### src/rtl/interrupt_acknowledge_decoder.sv
// Interrupt acknowledge decoder.
// Takes the encoded index of the interrupt the CPU has taken and drives a
// registered one-hot acknowledge to that device. The acknowledge is held
// until the device drops its request, or until a timeout expires. Every
// acknowledge is followed by one RELEASE cycle, so consecutive acknowledges,
// including two to the same device, are always separated by a zero cycle.
//
// Optional feature (macro INTERRUPT_ACKNOWLEDGE_SPURIOUS_CHECK_EN):
//   a transfer whose request bit is already low is accepted but flagged.
//   No acknowledge is driven, the block goes straight to RELEASE, and
//   spuriousError pulses for that RELEASE cycle.
//
// Ports:
//   clk               - system clock, rising edge
//   reset_n           - asynchronous active-low reset
//   ackValid          - CPU presents an index to acknowledge
//   ackIndex          - encoded interrupt index 0..15
//   ackReady          - combinational; high only in IDLE and out of reset
//   interruptRequests - level request lines, bit i = device i
//   acknowledgeLines  - registered one-hot acknowledge lines
//   busy              - registered; high in any state other than IDLE
//   timeoutError      - registered one-cycle pulse on acknowledge timeout
//   spuriousError     - (macro only) one-cycle pulse on a spurious transfer
module interrupt_acknowledge_decoder #(
  parameter int unsigned TIMEOUT_CYCLES = 16,
  parameter int unsigned COUNTER_WIDTH  = 8,
  localparam int unsigned NUM_LINES     = 16,
  localparam int unsigned INDEX_WIDTH   = 4
) (
  input  logic                   clk,
  input  logic                   reset_n,
  input  logic                   ackValid,
  input  logic [INDEX_WIDTH-1:0] ackIndex,
  output logic                   ackReady,
  input  logic [NUM_LINES-1:0]   interruptRequests,
  output logic [NUM_LINES-1:0]   acknowledgeLines,
  output logic                   busy,
  output logic                   timeoutError
`ifdef INTERRUPT_ACKNOWLEDGE_SPURIOUS_CHECK_EN
  ,
  output logic                   spuriousError
`endif
);

  localparam logic [COUNTER_WIDTH-1:0] TIMEOUT_COUNT = COUNTER_WIDTH'(TIMEOUT_CYCLES);
  localparam logic [COUNTER_WIDTH-1:0] COUNT_ONE     = COUNTER_WIDTH'(1);
  localparam logic [NUM_LINES-1:0]     LINE_ONE      = NUM_LINES'(1);

  typedef enum logic [1:0] {
    IDLE    = 2'd0,
    ASSERT  = 2'd1,
    RELEASE = 2'd2
  } state_t;

  state_t                   state;
  state_t                   stateNext;
  logic [INDEX_WIDTH-1:0]   latchedIndex;
  logic [INDEX_WIDTH-1:0]   indexNext;
  logic [COUNTER_WIDTH-1:0] holdCounter;
  logic [COUNTER_WIDTH-1:0] counterNext;
  logic [NUM_LINES-1:0]     ackLinesNext;
  logic                     busyNext;
  logic                     timeoutNext;
`ifdef INTERRUPT_ACKNOWLEDGE_SPURIOUS_CHECK_EN
  logic                     spuriousNext;
`endif

  // Gated with reset_n so the CPU never sees ready while reset is held.
  assign ackReady = (state == IDLE) && reset_n;

  // State, datapath and output registers.
  always_ff @(posedge clk or negedge reset_n) begin
    if (!reset_n) begin
      state            <= IDLE;
      latchedIndex     <= '0;
      holdCounter      <= '0;
      acknowledgeLines <= '0;
      busy             <= 1'b0;
      timeoutError     <= 1'b0;
`ifdef INTERRUPT_ACKNOWLEDGE_SPURIOUS_CHECK_EN
      spuriousError    <= 1'b0;
`endif
    end else begin
      state            <= stateNext;
      latchedIndex     <= indexNext;
      holdCounter      <= counterNext;
      acknowledgeLines <= ackLinesNext;
      busy             <= busyNext;
      timeoutError     <= timeoutNext;
`ifdef INTERRUPT_ACKNOWLEDGE_SPURIOUS_CHECK_EN
      spuriousError    <= spuriousNext;
`endif
    end
  end

  // Next state and next registered outputs. The acknowledge is computed for
  // the cycle after the edge, so it only ever appears while in ASSERT.
  always_comb begin
    stateNext    = state;
    indexNext    = latchedIndex;
    counterNext  = holdCounter;
    ackLinesNext = '0;
    busyNext     = 1'b0;
    timeoutNext  = 1'b0;
`ifdef INTERRUPT_ACKNOWLEDGE_SPURIOUS_CHECK_EN
    spuriousNext = 1'b0;
`endif

    unique case (state)
      IDLE: begin
        if (ackValid && ackReady) begin
          indexNext   = ackIndex;
          counterNext = COUNT_ONE;
`ifdef INTERRUPT_ACKNOWLEDGE_SPURIOUS_CHECK_EN
          if (!interruptRequests[ackIndex]) begin
            stateNext    = RELEASE;
            spuriousNext = 1'b1;
          end else begin
            stateNext    = ASSERT;
            ackLinesNext = LINE_ONE << ackIndex;
          end
`else
          stateNext    = ASSERT;
          ackLinesNext = LINE_ONE << ackIndex;
`endif
        end
      end

      ASSERT: begin
        // Release takes priority over timeout on the same edge.
        if (!interruptRequests[latchedIndex]) begin
          stateNext = RELEASE;
        end else if (holdCounter == TIMEOUT_COUNT) begin
          stateNext   = RELEASE;
          timeoutNext = 1'b1;
        end else begin
          counterNext  = holdCounter + COUNT_ONE;
          ackLinesNext = LINE_ONE << latchedIndex;
        end
      end

      RELEASE: begin
        stateNext = IDLE;
      end

      default: begin
        stateNext = IDLE;
      end
    endcase

    busyNext = (stateNext != IDLE);
  end

endmodule

### config.mk
export PLATFORM = sky130hd
export DESIGN_NAME = interrupt_acknowledge_decoder
export DESIGN_NICKNAME = d
export VERILOG_FILES = /design/src/rtl/interrupt_acknowledge_decoder.sv
export SDC_FILE = /design/constraint.sdc
export NUM_CORES = 1
export LEC_CHECK = 0
export ABC_AREA = 1
export BUFFER_PORTS_ARGS = -buffer_cell sky130_fd_sc_hd__buf_2
export CORE_ASPECT_RATIO = 2
export CORE_MARGIN = 2
export CORE_UTILIZATION = 51
export CTS_BUF_LIST = sky130_fd_sc_hd__clkbuf_2
export CTS_CLUSTER_SIZE = 8
export DETAILED_ROUTE_END_ITERATION = 16
export HOLD_SLACK_MARGIN = 0.1
export MAX_ROUTING_LAYER = met4
export PLACE_DENSITY_LB_ADDON = 0.05
export SLEW_MARGIN = 20
export SYNTH_ARGS = -nofsm -noshare
export SYNTH_HDL_FRONTEND = slang
export SYNTH_SLANG_ARGS = --single-unit
export TNS_END_PERCENT = 100
### constraint.sdc
create_clock -name clk -period 1.7 [get_ports clk]
set_input_delay 0.34 -clock clk [delete_from_list [all_inputs] [get_ports clk]]
set_output_delay 0.34 -clock clk [all_outputs]
set_load 0.02 [all_outputs]
Yosys cells after proc, flatten, opt, wreduce, memory -nomap -nowiden --
Cells that the tools add are included.
Storage, ports and cells: input port bits 23, word-level logic and storage cells 39, memory bits (read-only) 0, output and inout port bits 19, register bits after elaboration 32, bits in writable memories 0, bits in latches 0, memories 0
Operators by class: multiplexer cells 17, bitwise logic cells 0, shifts and indexed selects 2, reductions and logical operators 7, div/mod/pow operators 0, magnitude comparators 1, equal/unequal tests 5, add/sub/neg operators 1, multiply operators 0
Operators by type and width (count):
- 2-to-1 mux 16 bit | 3
- case mux 16 bit (2 select lines) | 1
- << shifter 1 x 4 -> 16 bit, first input constant | 2
- 2-to-1 mux 8 bit | 3
- case mux 8 bit (2 select lines) | 1
- adder 8 x 1 -> 8 bit, second input constant | 1
- equality test 8 x 5 -> 1 bit, second input constant | 1
- 2-to-1 mux 2 bit | 3
- less-than comparator 4 x 5 -> 1 bit, second input constant | 1
- binary-select mux 1 bit (select 4 bit) | 1
- 2-to-1 mux 1 bit | 4
- != test 2 bit, second input constant | 2
- case mux 2 bit (2 select lines) | 1
- AND reduction 4 bit | 1
- nonzero test 2 bit | 2
- equality test 2 x 1 -> 1 bit, second input constant | 1
- logical AND 1 bit | 2
- logical NOT 2 bit | 1
- != test 2 x 1 -> 1 bit, second input constant | 1
- AND reduction 2 bit | 1

Depth between registers and ports, before layout --
word-level depth 6, mapped depth 11, gate-level depth less buffers 11

Worst setup path before layout --
No wires, ideal clock.
path type register to register, from reg state[1], to reg acknowledgeLines[12], slack 0.130 ns, setup time 0.065 ns, period minus slack after synthesis 1.570 ns, data arrival time 1.505 ns, path buffers 0, required time 1.635 ns, stages on the path, launching flop included 8, cell sequence dfrtp_1 nor3b_2 nand2_2 inv_1 nand2_1 inv_1 nand2_1 nand2_1
Between the ends: word-level cells in the longest chain between the ends 5, elaborated cells between the ends (all ways) 6, classes of those cells eq/ne (1); mux (2); reduce/logical (3)
Ends and longest elaborated chain:
- start: declaration | line 55 | state_t state;
- start signal: assignment | line 84 | state <= stateNext;
- logical NOT 2 bit | line 69 | assign ackReady = (state == IDLE) && reset_n;
- logical AND 1 bit | line 69
- named net ackReady | line 34 | output logic ackReady,
- logical AND 1 bit | line 111 | if (ackValid && ackReady) begin
- 2-to-1 mux 16 bit | line 111
- case mux 16 bit (2 select lines) | line 109 | unique case (state)
- named net ackLinesNext[12] | line 61 | logic [NUM_LINES-1:0] ackLinesNext;
- end signal: assignment | line 87 | acknowledgeLines <= ackLinesNext;
- end: declaration | line 36 | output logic [NUM_LINES-1:0] acknowledgeLines,
The timed path passes the listed nets, and every way through them passes these cells. A chain may end at the register's enable or synchronous reset.

Final worst setup path --
from reg state[1], to out ackReady
Between the ends: word-level cells in the longest chain between the ends 2
Ends and longest elaborated chain (line):
- logical NOT 2 bit | 69
- logical AND 1 bit | 69
- end: declaration | 34
No other way between the ends.

==> results.py <==
metrics = {
    "status": {
        "outcome": "finished, final reports clean",
    },
    "cts": {
        "clock_tree.buffer_depth": 2,
        "worst_setup_hold_path_clk_slew_ps": 180,
        "cts_tree": "yes",
        "cts_post_setup_buffers_inserted": 0,
        "cts_h_tree_lvls": 2,
        "clock_latency_ps": 380,
        "root_buffer": "sky130_fd_sc_hd__clkbuf_2",
        "tritoncts_num_sinks": 32,
        "cts_buffers": 5,
    },
    "routing": {
        "met2_length_um": 2620,
        "via_count": 1731,
        "wire_per_inst_um": 13.3,
        "drt-total-wl_um": 4550,
        "met1Wirelength_um": 1590,
        "highest-signal-layer": "met4",
        "post_detailed_route_drc_marker_count": 0,
        "final_antenna_net_count": 0,
        "met3WireLength_um": 185,
        "drt_first_iter_violations": 45,
        "viasPerCell": 5.08,
        "drtPass1Iterations": 4,
    },
    "yosys": {
        "syn_nets": 263,
        "asyncSetResetFlopFracSynth_pct": 100,
        "syn-instance-count": 238,
        "synth_top_area_share_pct": 43.7,
        "most_common_cell_in_the_netlist": "sky130_fd_sc_hd__nand2_1",
        "synth_cell_types": 23,
        "syn-mean-instance-area_um2": 7.70,
        "ys_top_cells_by_area": "sky130_fd_sc_hd__dfrtp_1 44%, sky130_fd_sc_hd__nand2_1 17%, sky130_fd_sc_hd__nand3_1 4.9%",
        "synth-seq-cells": 32,
        "synth_enable_flop_cells": 0,
        "synth_area_leader_cell": "sky130_fd_sc_hd__dfrtp_1",
        "synth-warning-count": 0,
        "synth_top_flop_cell": "sky130_fd_sc_hd__dfrtp_1",
        "synth.cell_area_mm2": 0.00183,
        "synth.cells.most_frequent": "82 x sky130_fd_sc_hd__nand2_1, 32 x sky130_fd_sc_hd__dfrtp_1, 24 x sky130_fd_sc_hd__inv_1",
        "sequential_fraction_of_the_synthesis_area_pct": 43.7,
    },
    "min_path": {
        "timing.hold.worst.class": "input port to register",
    },
    "worst_setup_path": {
        "cpPeakStageDelay_ps": 470,
        "slack_of_the_worst_reg_to_reg_path_ps": 110,
        "crit-reg2reg-launch": "latchedIndex[0]",
        "worstSetupPathType": "register to output port",
        "critical-path-slowest-cell": "sky130_fd_sc_hd__dfrtp_1",
        "timing.critical_path.cells": "nor3b_2, buf_4",
        "start_kind": "register",
        "critical_path.endpoint_type": "output port",
        "critical_path.top_delay_family": "flip-flops",
        "critPathRequiredTime_ps": 1360,
        "cp_data_arrival_time_ps": 1270,
        "crit_cells": 2,
        "worstSetupEndpoint": "ackReady",
        "critical_path_buffers_and_inverters": 1,
        "crit_path_start": "state[1]",
        "crit_path_max_fanout": 2,
        "rr_endpoint": "holdCounter[5]",
        "timing.reg2reg.worst_path_depth": 11,
    },
    "die": {
        "floorplan_die_area_mm2": 0.00412,
        "ios": 42,
        "die_width_um": 46.4,
        "core_area_mm2": 0.00342,
        "initial_core_util_pct": 53.7,
        "core.rowCount": 30,
        "dieHeight_um": 88.8,
    },
    "timing": {
        "final.period_utilization_pct": 94.8,
        "final.min_clock_period_ps": 1610,
        "post-route-worst-setup-slack_ps": 88.2,
        "timing.clock.skew_ps": 24.9,
        "hold_vio_cnt_final": 0,
        "post_route_setup_tns_ps": 0,
        "max_freq_ghz": 0.620,
        "worst_slew_pin_slew_ps": 391,
        "setup_viol": 0,
        "grt_setup_unrepaired": "false",
        "timing_max_transition_violations_final": 0,
        "max-slew-margin-rel_pct": 74.0,
    },
    "cells_and_area": {
        "final_nets": 317,
        "layout-drive-gt1-share_pct": 30.7,
        "antenna_cells_inserted": 0,
        "synth_to_layout_area_growth_pct": 20.5,
        "utilization_pct": 64.7,
    },
    "job": {
        "max_cap_viol_count": 0,
    },
    "grt": {
        "grt_overflow_total": 0,
        "first_global_vias": 1700,
        "initial_antenna_violation_count": 0,
        "grt_start_max_net_pins": 33,
        "grt_pass1_wl_um": 7720,
        "grtUsageTotal_pct": 27.0,
    },
    "power_and_ir_drop": {
        "static-leakage-power_nw": 1.21,
        "clock_power_share_pct": 17.6,
        "power_switching_w": 0.00140,
        "power_report.internal_total_w": 0.00161,
        "worst_ir_drop_vdd_uv": 1020,
        "swShare_pct": 46.4,
        "power_density_mw_per_mm2": 1360,
        "part_of_the_total_power_dissipated_in_combinational_logic_pct": 47.9,
        "register_share_of_total_power_pct": 34.5,
    },
    "place": {
        "gpl.final_weighted_congestion": 0.914,
        "dpl.hpwl_um": 3520,
        "post-place-ws_ps": 111,
        "port_buffers": 41,
    },
}
-- registers in the layout (all words and copies together) (netlist names) --
name              cells
timeoutError          1
acknowledgeLines     16
holdCounter           8
latchedIndex          4
busy                  1
state                 2
-- cell families (layout without fill, tap and decap cells) --
kind of cell | after synthesis | in the layout | synth area share (%)
flip-flops | 32 | 32 | 43.7
AO/OA/AOI/OAI | 15 | 15 | 4.50
adder cells (fa/ha/maj) | 2 | 2 | 1.36
AND/OR/NAND/NOR | 158 | 159 | 42.3
buffers and inverters | 31 | 85 | 8.12
-- layout make-up --
cell class              instances  area, µm²
repair buffers                 50        278
inverters                      27        101
clock buffers                   5       25.0
fillers                       321       1210
clock inverters                 3       42.5
multi-input cells             176        898
well taps                      48       60.1
flip-flops and latches         32        803
-- routing by layer --
metal | track usage, % | vias up
li1 | - | 856
met1 | 27.1 | 796
met2 | 49.7 | 63
met3 | 3.47 | 16
met4 | 10.1 | 0
met5 | - | -
-- cell usage in the layout, fill, tap and decap left out, types with 9 or more instances in the layout --
cell type / n
sky130_fd_sc_hd__nand2_2: 10
sky130_fd_sc_hd__nor2_1: 17
sky130_fd_sc_hd__nand2_1: 82
sky130_fd_sc_hd__nand3_1: 18
sky130_fd_sc_hd__buf_4: 9
sky130_fd_sc_hd__inv_1: 23
sky130_fd_sc_hd__dfrtp_1: 30
sky130_fd_sc_hd__buf_2: 40
sky130_fd_sc_hd__nor3_1: 14
-- repair_timing --
action / 4_1_cts / 5_1_grt
hold buffers: 1 / 0
gates resized for setup: 0 / 5
endpoints found under the hold margin: 32 / 0
endpoints found under the setup margin: 0 / 24
-- how the worst min path moves through the flow --
stage,start,end,slack [ps],cells past startpoint
after floorplan,reset_n,acknowledgeLines[0],40,0
after global placement,reset_n,holdCounter[2],400,2
after detailed placement,reset_n,holdCounter[2],390,2
after CTS,ackIndex[2],acknowledgeLines[9],260,4
after global routing,ackIndex[2],acknowledgeLines[0],280,4
final,ackIndex[0],acknowledgeLines[8],270,4
-- power groups by stage --
stage	clock network, W	registers (W)	logic (W)
6_report	0.000531	0.00104	0.00144
5_1_grt	0.000570	0.00106	0.00162
4_1_cts	0.000533	0.00104	0.00141
3_5_place_dp	0	0.00105	0.00140
3_3_place_gp	0	0.00105	0.00140
2_1_floorplan	0	0.00104	0.00107
-- worst min-delay path, cell delays in order --
cell and delay, ps:
sky130_fd_sc_hd__buf_2 120, sky130_fd_sc_hd__nor3_1 70, sky130_fd_sc_hd__nand2_1 60, sky130_fd_sc_hd__nand2_1 50
-- metrics by stage --
step / std cells / power (W) / hold slack, ps / cell area (µm²)
global route: 341 / 0.00325 / 282 / 2210
floorplan: 238 / 0.00211 / 44.4 / 1830
CTS: 340 / 0.00298 / 256 / 2190
global placement: 331 / 0.00244 / 401 / 2110
detailed placement: 331 / 0.00245 / 392 / 2110
finish: 341 / 0.00301 / 274 / 2210
Note: power is estimated with default switching activity, not from simulation.
